===== src/rtl/divider_if.sv =====
// rtl/divider_if.sv - begin/end pulse handshake and operand/result bundle for the divider
interface divider_if #(
    parameter int WIDTH = 32
);
    logic             div_begin;
    logic             div_signed;
    logic [WIDTH-1:0] div_op1;
    logic [WIDTH-1:0] div_op2;
    logic [WIDTH-1:0] quotient;
    logic [WIDTH-1:0] remainder;
    logic             div_by_zero;
    logic             busy;
    logic             div_end;

    modport master (
        output div_begin, div_signed, div_op1, div_op2,
        input  quotient, remainder, div_by_zero, busy, div_end
    );

    modport slave (
        input  div_begin, div_signed, div_op1, div_op2,
        output quotient, remainder, div_by_zero, busy, div_end
    );
endinterface


===== src/rtl/divider.sv =====
// rtl/divider.sv - iterative restoring divider, one quotient bit per clock, signed/unsigned
module divider #(
    parameter int WIDTH = 32
) (
    input  logic     clk,
    input  logic     resetn,
    divider_if.slave bus
);
    localparam int CW = $clog2(WIDTH) + 1;

    typedef enum logic [2:0] {
        IDLE = 3'b001,
        CALC = 3'b010,
        SIGN = 3'b100
    } state_t;

    state_t           state, state_n;
    logic [CW-1:0]    cnt;
    logic [WIDTH-1:0] dvd;      // dividend magnitude, shifts out as quotient bits shift in
    logic [WIDTH-1:0] dvs;      // divisor magnitude
    logic [WIDTH-1:0] rem;
    logic [WIDTH-1:0] op1_raw;
    logic             q_sign, r_sign, dz;

    logic [WIDTH-1:0] shl;
    logic [WIDTH-1:0] diff;
    logic             borrow_raw, borrow;
    logic             iter_done;

    // rem[WIDTH-1] is the carry-out of the shift; when set the shifted value
    // exceeds any divisor, so the subtract can never borrow.
    always_comb begin
        shl                = {rem[WIDTH-2:0], dvd[WIDTH-1]};
        {borrow_raw, diff} = {1'b0, shl} - {1'b0, dvs};
        borrow             = borrow_raw & ~rem[WIDTH-1];
        iter_done          = (cnt == CW'(WIDTH));
    end

    always_comb begin
        state_n = IDLE;
        case (state)
            IDLE:    state_n = bus.div_begin ? CALC : IDLE;
            CALC:    state_n = iter_done ? SIGN : CALC;
            SIGN:    state_n = IDLE;
            default: state_n = IDLE;
        endcase
    end

    always_ff @(posedge clk or negedge resetn) begin
        if (!resetn) state <= IDLE;
        else         state <= state_n;
    end

    always_ff @(posedge clk or negedge resetn) begin
        if (!resetn) begin
            cnt             <= '0;
            dvd             <= '0;
            dvs             <= '0;
            rem             <= '0;
            op1_raw         <= '0;
            q_sign          <= 1'b0;
            r_sign          <= 1'b0;
            dz              <= 1'b0;
            bus.quotient    <= '0;
            bus.remainder   <= '0;
            bus.div_by_zero <= 1'b0;
            bus.busy        <= 1'b0;
            bus.div_end     <= 1'b0;
        end else begin
            case (state)
                IDLE: begin
                    bus.div_end <= 1'b0;
                    if (bus.div_begin) begin
                        dvd      <= (bus.div_signed && bus.div_op1[WIDTH-1]) ? -bus.div_op1 : bus.div_op1;
                        dvs      <= (bus.div_signed && bus.div_op2[WIDTH-1]) ? -bus.div_op2 : bus.div_op2;
                        q_sign   <= bus.div_signed & (bus.div_op1[WIDTH-1] ^ bus.div_op2[WIDTH-1]);
                        r_sign   <= bus.div_signed & bus.div_op1[WIDTH-1];
                        dz       <= (bus.div_op2 == '0);
                        op1_raw  <= bus.div_op1;
                        rem      <= '0;
                        cnt      <= '0;
                        bus.busy <= 1'b1;
                    end
                end
                CALC: begin
                    if (!iter_done) begin
                        rem <= borrow ? shl : diff;
                        dvd <= {dvd[WIDTH-2:0], ~borrow};
                        cnt <= cnt + 1'b1;
                    end
                end
                SIGN: begin
                    if (dz) begin
                        bus.quotient    <= '1;
                        bus.remainder   <= op1_raw;
                        bus.div_by_zero <= 1'b1;
                    end else begin
                        bus.quotient    <= q_sign ? -dvd : dvd;
                        bus.remainder   <= r_sign ? -rem : rem;
                        bus.div_by_zero <= 1'b0;
                    end
                    bus.div_end <= 1'b1;
                    bus.busy    <= 1'b0;
                end
                default: begin
                    bus.div_end <= 1'b0;
                    bus.busy    <= 1'b0;
                end
            endcase
        end
    end
endmodule

===== src/flat_wrapper.sv =====
// flat-port wrapper written by rule: the top's interface ports become plain ports
module divider_flat 
#(
    parameter int WIDTH = 32
)
  (clk, resetn, bus_div_begin, bus_div_signed, bus_div_op1, bus_div_op2, bus_quotient, bus_remainder, bus_div_by_zero, bus_busy, bus_div_end);
  divider_if #(.WIDTH(WIDTH)) bus_i ();
  input  logic clk;
  input  logic resetn;
  input wire logic [$bits(bus_i.div_begin)-1:0] bus_div_begin;
  input wire logic [$bits(bus_i.div_signed)-1:0] bus_div_signed;
  input wire logic [$bits(bus_i.div_op1)-1:0] bus_div_op1;
  input wire logic [$bits(bus_i.div_op2)-1:0] bus_div_op2;
  output wire logic [$bits(bus_i.quotient)-1:0] bus_quotient;
  output wire logic [$bits(bus_i.remainder)-1:0] bus_remainder;
  output wire logic [$bits(bus_i.div_by_zero)-1:0] bus_div_by_zero;
  output wire logic [$bits(bus_i.busy)-1:0] bus_busy;
  output wire logic [$bits(bus_i.div_end)-1:0] bus_div_end;
  assign bus_i.div_begin = bus_div_begin;
  assign bus_i.div_signed = bus_div_signed;
  assign bus_i.div_op1 = bus_div_op1;
  assign bus_i.div_op2 = bus_div_op2;
  assign bus_quotient = bus_i.quotient;
  assign bus_remainder = bus_i.remainder;
  assign bus_div_by_zero = bus_i.div_by_zero;
  assign bus_busy = bus_i.busy;
  assign bus_div_end = bus_i.div_end;
  divider #(.WIDTH(WIDTH)) u_core (.clk(clk), .resetn(resetn), .bus(bus_i));
endmodule

===== config.mk =====
export PLATFORM = sky130hd
export DESIGN_NAME = divider_flat
export DESIGN_NICKNAME = d
export VERILOG_FILES = /design/src/rtl/divider_if.sv /design/src/rtl/divider.sv /design/src/flat_wrapper.sv
export SDC_FILE = /design/constraint.sdc
export NUM_CORES = 1
export LEC_CHECK = 0
export ABC_AREA = 1
export CORE_ASPECT_RATIO = 1.2
export CORE_MARGIN = 8
export CORE_UTILIZATION = 64
export DETAILED_ROUTE_END_ITERATION = 10
export GPL_TIMING_DRIVEN = 0
export PLACE_DENSITY = 0.84
export SLEW_MARGIN = 40
export SYNTH_ARGS = -nofsm -noshare
export SYNTH_HDL_FRONTEND = slang
export SYNTH_SLANG_ARGS = --single-unit

===== constraint.sdc =====
create_clock -name clk -period 3.2 [get_ports clk]
set_input_delay 0.64 -clock clk [delete_from_list [all_inputs] [get_ports clk]]
set_output_delay 0.64 -clock clk [all_outputs]
set_load 0.05 [all_outputs]

After elaboration in Yosys (flattened, before gate mapping)

Cells that the tools add are included.

Bits in registers: 207
Latch bits: 0
Bits in writable memories: 0
Memory bits (read-only): 0
Input bits: 68
Logic and storage cells: 63
Memories kept: 0

$add $sub $neg: 6
Multipliers: 0
Divide/modulo/power cells: 0
$lt $le $gt $ge: 0
Eq/ne operators: 6
Shift-type cells: 0
Mux-type cells: 23
Bitwise operators: 7
Reductions and logical operators: 7

Operators by type and width:

| cell                                                             | count |
|---|---|
| 32-bit two-way mux                                               | 11 |
| 32-bit negator                                                   | 4 |
| 32-bit one-hot mux with 2 select lines                           | 2 |
| 32-bit by 32-bit subtractor with 33-bit output                   | 1 |
| 32-bit zero test                                                 | 1 |
| 6-bit two-way mux                                                | 2 |
| 6-bit one-hot mux with 2 select lines                            | 1 |
| 6-bit by 1-bit adder with 6-bit output (second input constant)   | 1 |
| 6-bit == test (second input constant)                            | 1 |
| 3-bit one-hot mux with 2 select lines                            | 1 |
| 2-bit inequality test (second input constant)                    | 2 |
| 1-bit one-hot mux with 2 select lines                            | 2 |
| 2-bit AND reduction                                              | 2 |
| 1-bit AND                                                        | 3 |
| 3-bit by 1-bit == test with 1-bit output (second input constant) | 1 |
| 3-bit by 2-bit == test with 1-bit output (second input constant) | 1 |
| 3-bit == test (second input constant)                            | 1 |
| 3-bit two-way mux                                                | 1 |
| 1-bit inverter                                                   | 3 |
| 3-bit AND reduction                                              | 1 |
| 1-bit logical AND                                                | 2 |
| 1-bit two-way mux                                                | 2 |
| 2-bit two-way mux                                                | 1 |
| 2-bit nonzero test                                               | 1 |
| 1-bit XOR                                                        | 1 |

Depth between registers and ports, before layout

Depth in word-level cells: 5
Depth in mapped cells: 16
Mapped depth without buffers: 16

Least setup slack after synthesis

OpenSTA, ideal clock, no wires.

Path type: register to register
From: reg u_core.dvd[31]
To: reg u_core.rem[26]
Library setup time: 0.116 ns
Data arrival time: 1.988 ns
Required time: 3.084 ns
Path slack: 1.095 ns
Cell stages (with the launch flop): 17
Period minus slack after synthesis: 2.105 ns
Cell sequence: dfrtp_1 > inv_1 > ha_1 > fa_1 > inv_1 > nand2_1 > nand2_1 > nand3_1 > nand2_2 > nand2_1 > nand2_2 > nand3_4 > nand2_4 > buf_6 > nand3_1 > nand2_1 > nand2_1

Word-level cells in the longest chain between the ends: 5

Ends and longest elaborated chain:

| element                                            | RTL line      | RTL |
|---|---|---|
| start: declaration                                 | divider.sv:19 | `logic [WIDTH-1:0] dvd;` |
| start signal: assignment                           | divider.sv:74 | `dvd <= (bus.div_signed && bus.div_op1[WIDTH-1]) ? -bus.div_op1 : bus.div_op1;` |
| start signal: assignment                           | divider.sv:88 | `dvd <= {dvd[WIDTH-2:0], ~borrow};` |
| 32-bit by 32-bit subtractor with 33-bit output (*) | divider.sv:34 | `{borrow_raw, diff} = {1'b0, shl} - {1'b0, dvs};` |
| 1-bit AND                                          | divider.sv:35 | `borrow = borrow_raw & ~rem[WIDTH-1];` |
| 32-bit two-way mux (*)                             | divider.sv:87 | `rem <= borrow ? shl : diff;` |
| 32-bit two-way mux (*)                             | divider.sv:86 | `if (!iter_done) begin` |
| 32-bit one-hot mux with 2 select lines (*)         | divider.sv:70 | `case (state)` |
| end signal: assignment                             | divider.sv:87 |  |
| end: declaration                                   | divider.sv:21 | `logic [WIDTH-1:0] rem;` |

Mark *: on every way between the ends. The rest lies on a longest branch, timed or not. The select of a mux whose other input is x is not followed.
A chain may end at the register's enable or synchronous reset.

Final worst setup path

From: reg u_core.dvd[31]
To: reg u_core.rem[19]

Same word-level chain as after synthesis.

==> impl_summary.md <==
Critical path
The beginning of the worst register-to-register path is u_core.dvd[31]. The data arrival time of the worst path is 3.18 ns. STA classifies the critical path endpoint as a flop. The worst path required time is 3.61 ns. The worst register-to-register path ends at u_core.rem[19].

The number of cell instances on the worst register-to-register path is 16. By startpoint and endpoint, the worst setup path is classified as flop to flop. STA classifies the critical path startpoint as a flop. Along the worst path, the maximum fanout reaches 10. For flop-to-flop paths, the worst setup slack is 0.42 ns.

Placement
The sum of net half-perimeters after detailed placement is 42000 µm. At the end of routability-driven placement, the weighted congestion stood at 1.06. The placed cell area is 16500 µm². The count of port buffers added during placement is 134. At the placement stage, the worst setup path has a slack of 0.310 ns.

Timing
Timing would allow up to 0.360 GHz. Setup total negative slack on the finished layout was measured at 0 ns. The worst path meets setup with 0.422 ns of slack. Setup repair after global routing left no endpoint under its margin. The final worst-path cycle share is 0.868. The minimum clock period after layout is 2.78 ns.

The final-report hold violation count came to 0. Setup violations remaining at the end of the flow were counted as 0. The worst pin sits at a relative slew slack of 0.470. On the final layout, the worst clock skew is 0.0384 ns. The slew at the pin closest to its max-slew limit is 0.787 ns. The final count of pins violating max slew is 0.

Power
The net switching share of the total power is 0.523. The sequential group share of total power is 0.253. The cell-internal power is 8100 µW. Of the total power, combinational logic draws 0.587.

The worst IR drop on VDD is 604 µV. The leakage power is 0.00898 µW. The power dissipated by switching net loads is 8880 µW. The power density relative to cell area is 984 nW/µm².

The part of the total power dissipated in the clock network is 0.160.

GRT
The first global-routing pass estimated 86000 µm of wire. The global-route congestion overflow total is 0. The initial antenna violation count is 0. The global routing stage identified its most utilized layer as met2. The number of global-route vias before repair was 16542.

The largest net degree at the start of global routing is 80. The fraction of met2 tracks used by global routing is 0.667. The global-route track usage on met1 is 0.405.

The global routing usage on met3 is 0.0788. The combined global-route utilization of all metal layers is 0.392.

Yosys
The compound-gate portion of the synthesized area is 0.114. The dominant combinational cell family by area after synthesis is simple AND/OR/NAND/NOR gates. The fraction of synthesized area in multiplexers is 0.

Of all flip-flops after synthesis, the portion carrying an async set or reset was 1.00. For this run, the number of Yosys warnings is 0. The number of nets handed over by synthesis was 2401. Among all flip-flop cells after synthesis, the most frequent one is sky130_fd_sc_hd__dfrtp_1. The synthesized area divided by synthesized cell count is 6.43 µm². The sequential share of the synthesized area is 0.351. Of the total synthesized cell area, the portion taken by full adders, half adders and majority gates is 0.0336. The number of different library cells used by synthesis comes to 45. Of the total synthesized cell area, the portion taken by XOR and XNOR cells is 0.0279. The count of state elements after synthesis is 207. The number of synthesized flops with an enable pin is 0. The gate count after technology mapping is 2294. The post-synth design cell area is 14700 µm². The area share of and/or/nand/nor cells after synthesis is 0.365.

Final layout
The area used by multi-input combinational logic is 7960 µm². The area of all placed cells without fillers is 17300 µm². 0 antenna diodes ended up in the layout. Of the cells placed in the final design, the portion with a size suffix greater than 1 is 0.0360. The number of filler cells placed in the layout is 1755. The register cell area after layout is 5180 µm². In the final design database the tool counted 2562 nets. Relative to the synthesized area, the layout overhead comes to 17.1%.

Route
The via count is 16737. The post-route DRC violation count is 0. For this run, the detailed router's first-pass iteration total came to 8. The number of nets with antenna violations after detailed routing is 0. The average wire per standard cell is 20.1 µm.

The wire length reported by the detailed router is 55500 µm. The detailed router finished its first iteration with 1981 violations. Dividing the detail-routed via count by the number of cells gives 6.08.

Clock network
The number of H-tree levels is 1. The number of clock sinks is 207. In this run, post-CTS repair resized a total of 0 instances. The clock tree from TritonCTS is yes. The post-cts hold buffer count is 0. The number of setup buffers added after CTS is 0. The clock edge transition at the registers on the reported setup and hold paths is 0.07 ns. Counting the buffers created by CTS gives 23. The clock root buffer is sky130_fd_sc_hd__clkbuf_16. Clock latency on the worst-skew pair, taken at its later pin, is 0.55 ns. The maximum buffer depth of the clock tree is 3.

Die
The floorplan step set the die width to 155 µm. The die covers 28200 µm². In this run the standard cell core region covers 22900 µm². Measured along the y axis, the die boundary spans 182 µm.

The top-level I/O count is 135. The initial utilization of the core area, before any placement, comes to 0.644. After floorplanning, the core was divided into 61 placement rows.

Hold path
The type of the tightest min-delay check is input pin to asynchronous set/reset pin.

Run
Max-cap violations in this run came to 0.

Outcome
The flow ran to the end, and the final reports show no timing, DRC or antenna violations.
[kinds of logic after synthesis]
family	Yosys count
fa+ha+maj	39
buf+inv	414
xor+xnor	47
compound gates	303
simple gates	1284
flops	207
[critical path: stages, from the launching register on]
cell	delay, ns
sky130_fd_sc_hd__dfrtp_1	0.40
sky130_fd_sc_hd__inv_1	0.15
sky130_fd_sc_hd__ha_1	0.25
sky130_fd_sc_hd__fa_1	0.41
sky130_fd_sc_hd__inv_1	0.12
sky130_fd_sc_hd__nand2_1	0.06
sky130_fd_sc_hd__nand2_1	0.07
sky130_fd_sc_hd__nand3_1	0.08
sky130_fd_sc_hd__nand2_2	0.12
sky130_fd_sc_hd__nand2_1	0.07
sky130_fd_sc_hd__nand2_2	0.09
sky130_fd_sc_hd__nand3_4	0.14
sky130_fd_sc_hd__nand2_4	0.16
sky130_fd_sc_hd__buf_6	0.18
sky130_fd_sc_hd__nand3_1	0.16
sky130_fd_sc_hd__nand2_1	0.10
sky130_fd_sc_hd__nand2_1	0.05
[synth_stat cells, types with 2 or more instances]
cell | number | area share
sky130_fd_sc_hd__nand2_1 | 729 | 0.19
sky130_fd_sc_hd__inv_1 | 333 | 0.085
sky130_fd_sc_hd__nand3_1 | 239 | 0.081
sky130_fd_sc_hd__nor2_1 | 209 | 0.053
sky130_fd_sc_hd__dfrtp_1 | 206 | 0.35
sky130_fd_sc_hd__o21ai_0 | 141 | 0.048
sky130_fd_sc_hd__a21oi_1 | 77 | 0.026
sky130_fd_sc_hd__clkbuf_1 | 45 | 0.011
sky130_fd_sc_hd__ha_1 | 38 | 0.032
sky130_fd_sc_hd__nor3_1 | 34 | 0.012
sky130_fd_sc_hd__nand4_1 | 30 | 0.013
sky130_fd_sc_hd__xor2_1 | 30 | 0.018
sky130_fd_sc_hd__o211ai_1 | 21 | 0.011
sky130_fd_sc_hd__buf_2 | 19 | 0.0064
sky130_fd_sc_hd__o21ai_1 | 19 | 0.0064
sky130_fd_sc_hd__xnor2_1 | 17 | 0.010
sky130_fd_sc_hd__a31oi_1 | 12 | 0.0051
sky130_fd_sc_hd__o22ai_1 | 12 | 0.0051
sky130_fd_sc_hd__nand3b_1 | 10 | 0.0051
sky130_fd_sc_hd__and2_1 | 8 | 0.0034
sky130_fd_sc_hd__or2_2 | 7 | 0.0030
sky130_fd_sc_hd__clkinv_1 | 5 | 0.0013
sky130_fd_sc_hd__inv_2 | 5 | 0.0013
sky130_fd_sc_hd__nor2_2 | 5 | 0.0021
sky130_fd_sc_hd__a22o_1 | 4 | 0.0024
sky130_fd_sc_hd__a22oi_1 | 4 | 0.0020
sky130_fd_sc_hd__nand2_2 | 4 | 0.0017
sky130_fd_sc_hd__nor4_1 | 4 | 0.0017
sky130_fd_sc_hd__o221ai_1 | 4 | 0.0024
sky130_fd_sc_hd__buf_1 | 3 | 0.00076
sky130_fd_sc_hd__buf_6 | 3 | 0.0023
sky130_fd_sc_hd__nor3_2 | 2 | 0.0014
sky130_fd_sc_hd__o21bai_1 | 2 | 0.0010
sky130_fd_sc_hd__o31ai_1 | 2 | 0.0010
[worst max path at each step]
stage / start / end
detailed placement: bus_div_op1[1] / u_core.dvd[16]
finish: u_core.dvd[31] / u_core.rem[19]
CTS: u_core.dvd[31] / u_core.rem[19]
floorplan: u_core.dvd[31] / u_core.rem[26]
global route: u_core.dvd[31] / u_core.rem[19]
global placement: resetn / u_core.rem[30]
[per-stage QoR]
step / utilization / hold slack, ns / power [µW] / instances
after floorplan: - / 0.344 / 11000 / 2294
after global placement: 0.718 / 0.466 / 13500 / 2711
after detailed placement: 0.721 / 0.466 / 13800 / 2713
after CTS: 0.754 / 0.0344 / 16600 / 2753
after global routing: 0.754 / 0.0563 / 18200 / 2753
final: 0.754 / 0.00284 / 17000 / 2753
[state kept, by name, indices dropped and copies added (netlist names), 3 cells and up]
register              count
u_core.bus.quotient      32
u_core.bus.remainder     32
u_core.cnt                6
u_core.dvd               32
u_core.dvs               32
u_core.op1_raw           32
u_core.rem               32
u_core.state              3
[placed cells by master (no fill, tap or decap), drive strengths merged, types with 3 or more instances in the layout]
cell type        n
buf             29
a31oi           12
clkbuf          76
nor3            36
xnor2           17
clkinv           6
ha              38
o22ai           12
a21oi           78
o21ai          161
inv            341
a22oi            4
nor4             4
o211ai          21
dfrtp          206
clkdlybuf4s50  133
xor2            30
nor2           214
nand2          734
nand4           30
nand3          240
and2             8
or2              7
o221ai           4
clkinvlp         3
nand3b          10
a22o             4
[power by group through the flow]
stage	logic, µW	registers, µW	clock network (µW)
after floorplan	7040	3970	0
after global placement	9320	4210	0
after detailed placement	9520	4230	0
after CTS	9690	4210	2700
after global routing	11000	4340	2810
final	9980	4290	2720
[metal layers]
metal	part of all wire	vias up
met3	0.087	350
li1	-	7637
met4	0.097	0
met2	0.48	1063
met1	0.34	7687
met5	0	-
[area by class of cell]
cell class,instances,share of cell area
Buffer,71,0.0183
Clock buffer,31,0.0368
Clock inverter,9,0.00739
Inverter,343,0.0746
Multi-Input combinational cell,1673,0.461
Sequential cell,207,0.300
Tap cell,283,0.0205
Timing Repair Buffer,136,0.0812
Note: power is estimated with default switching activity, not from simulation.
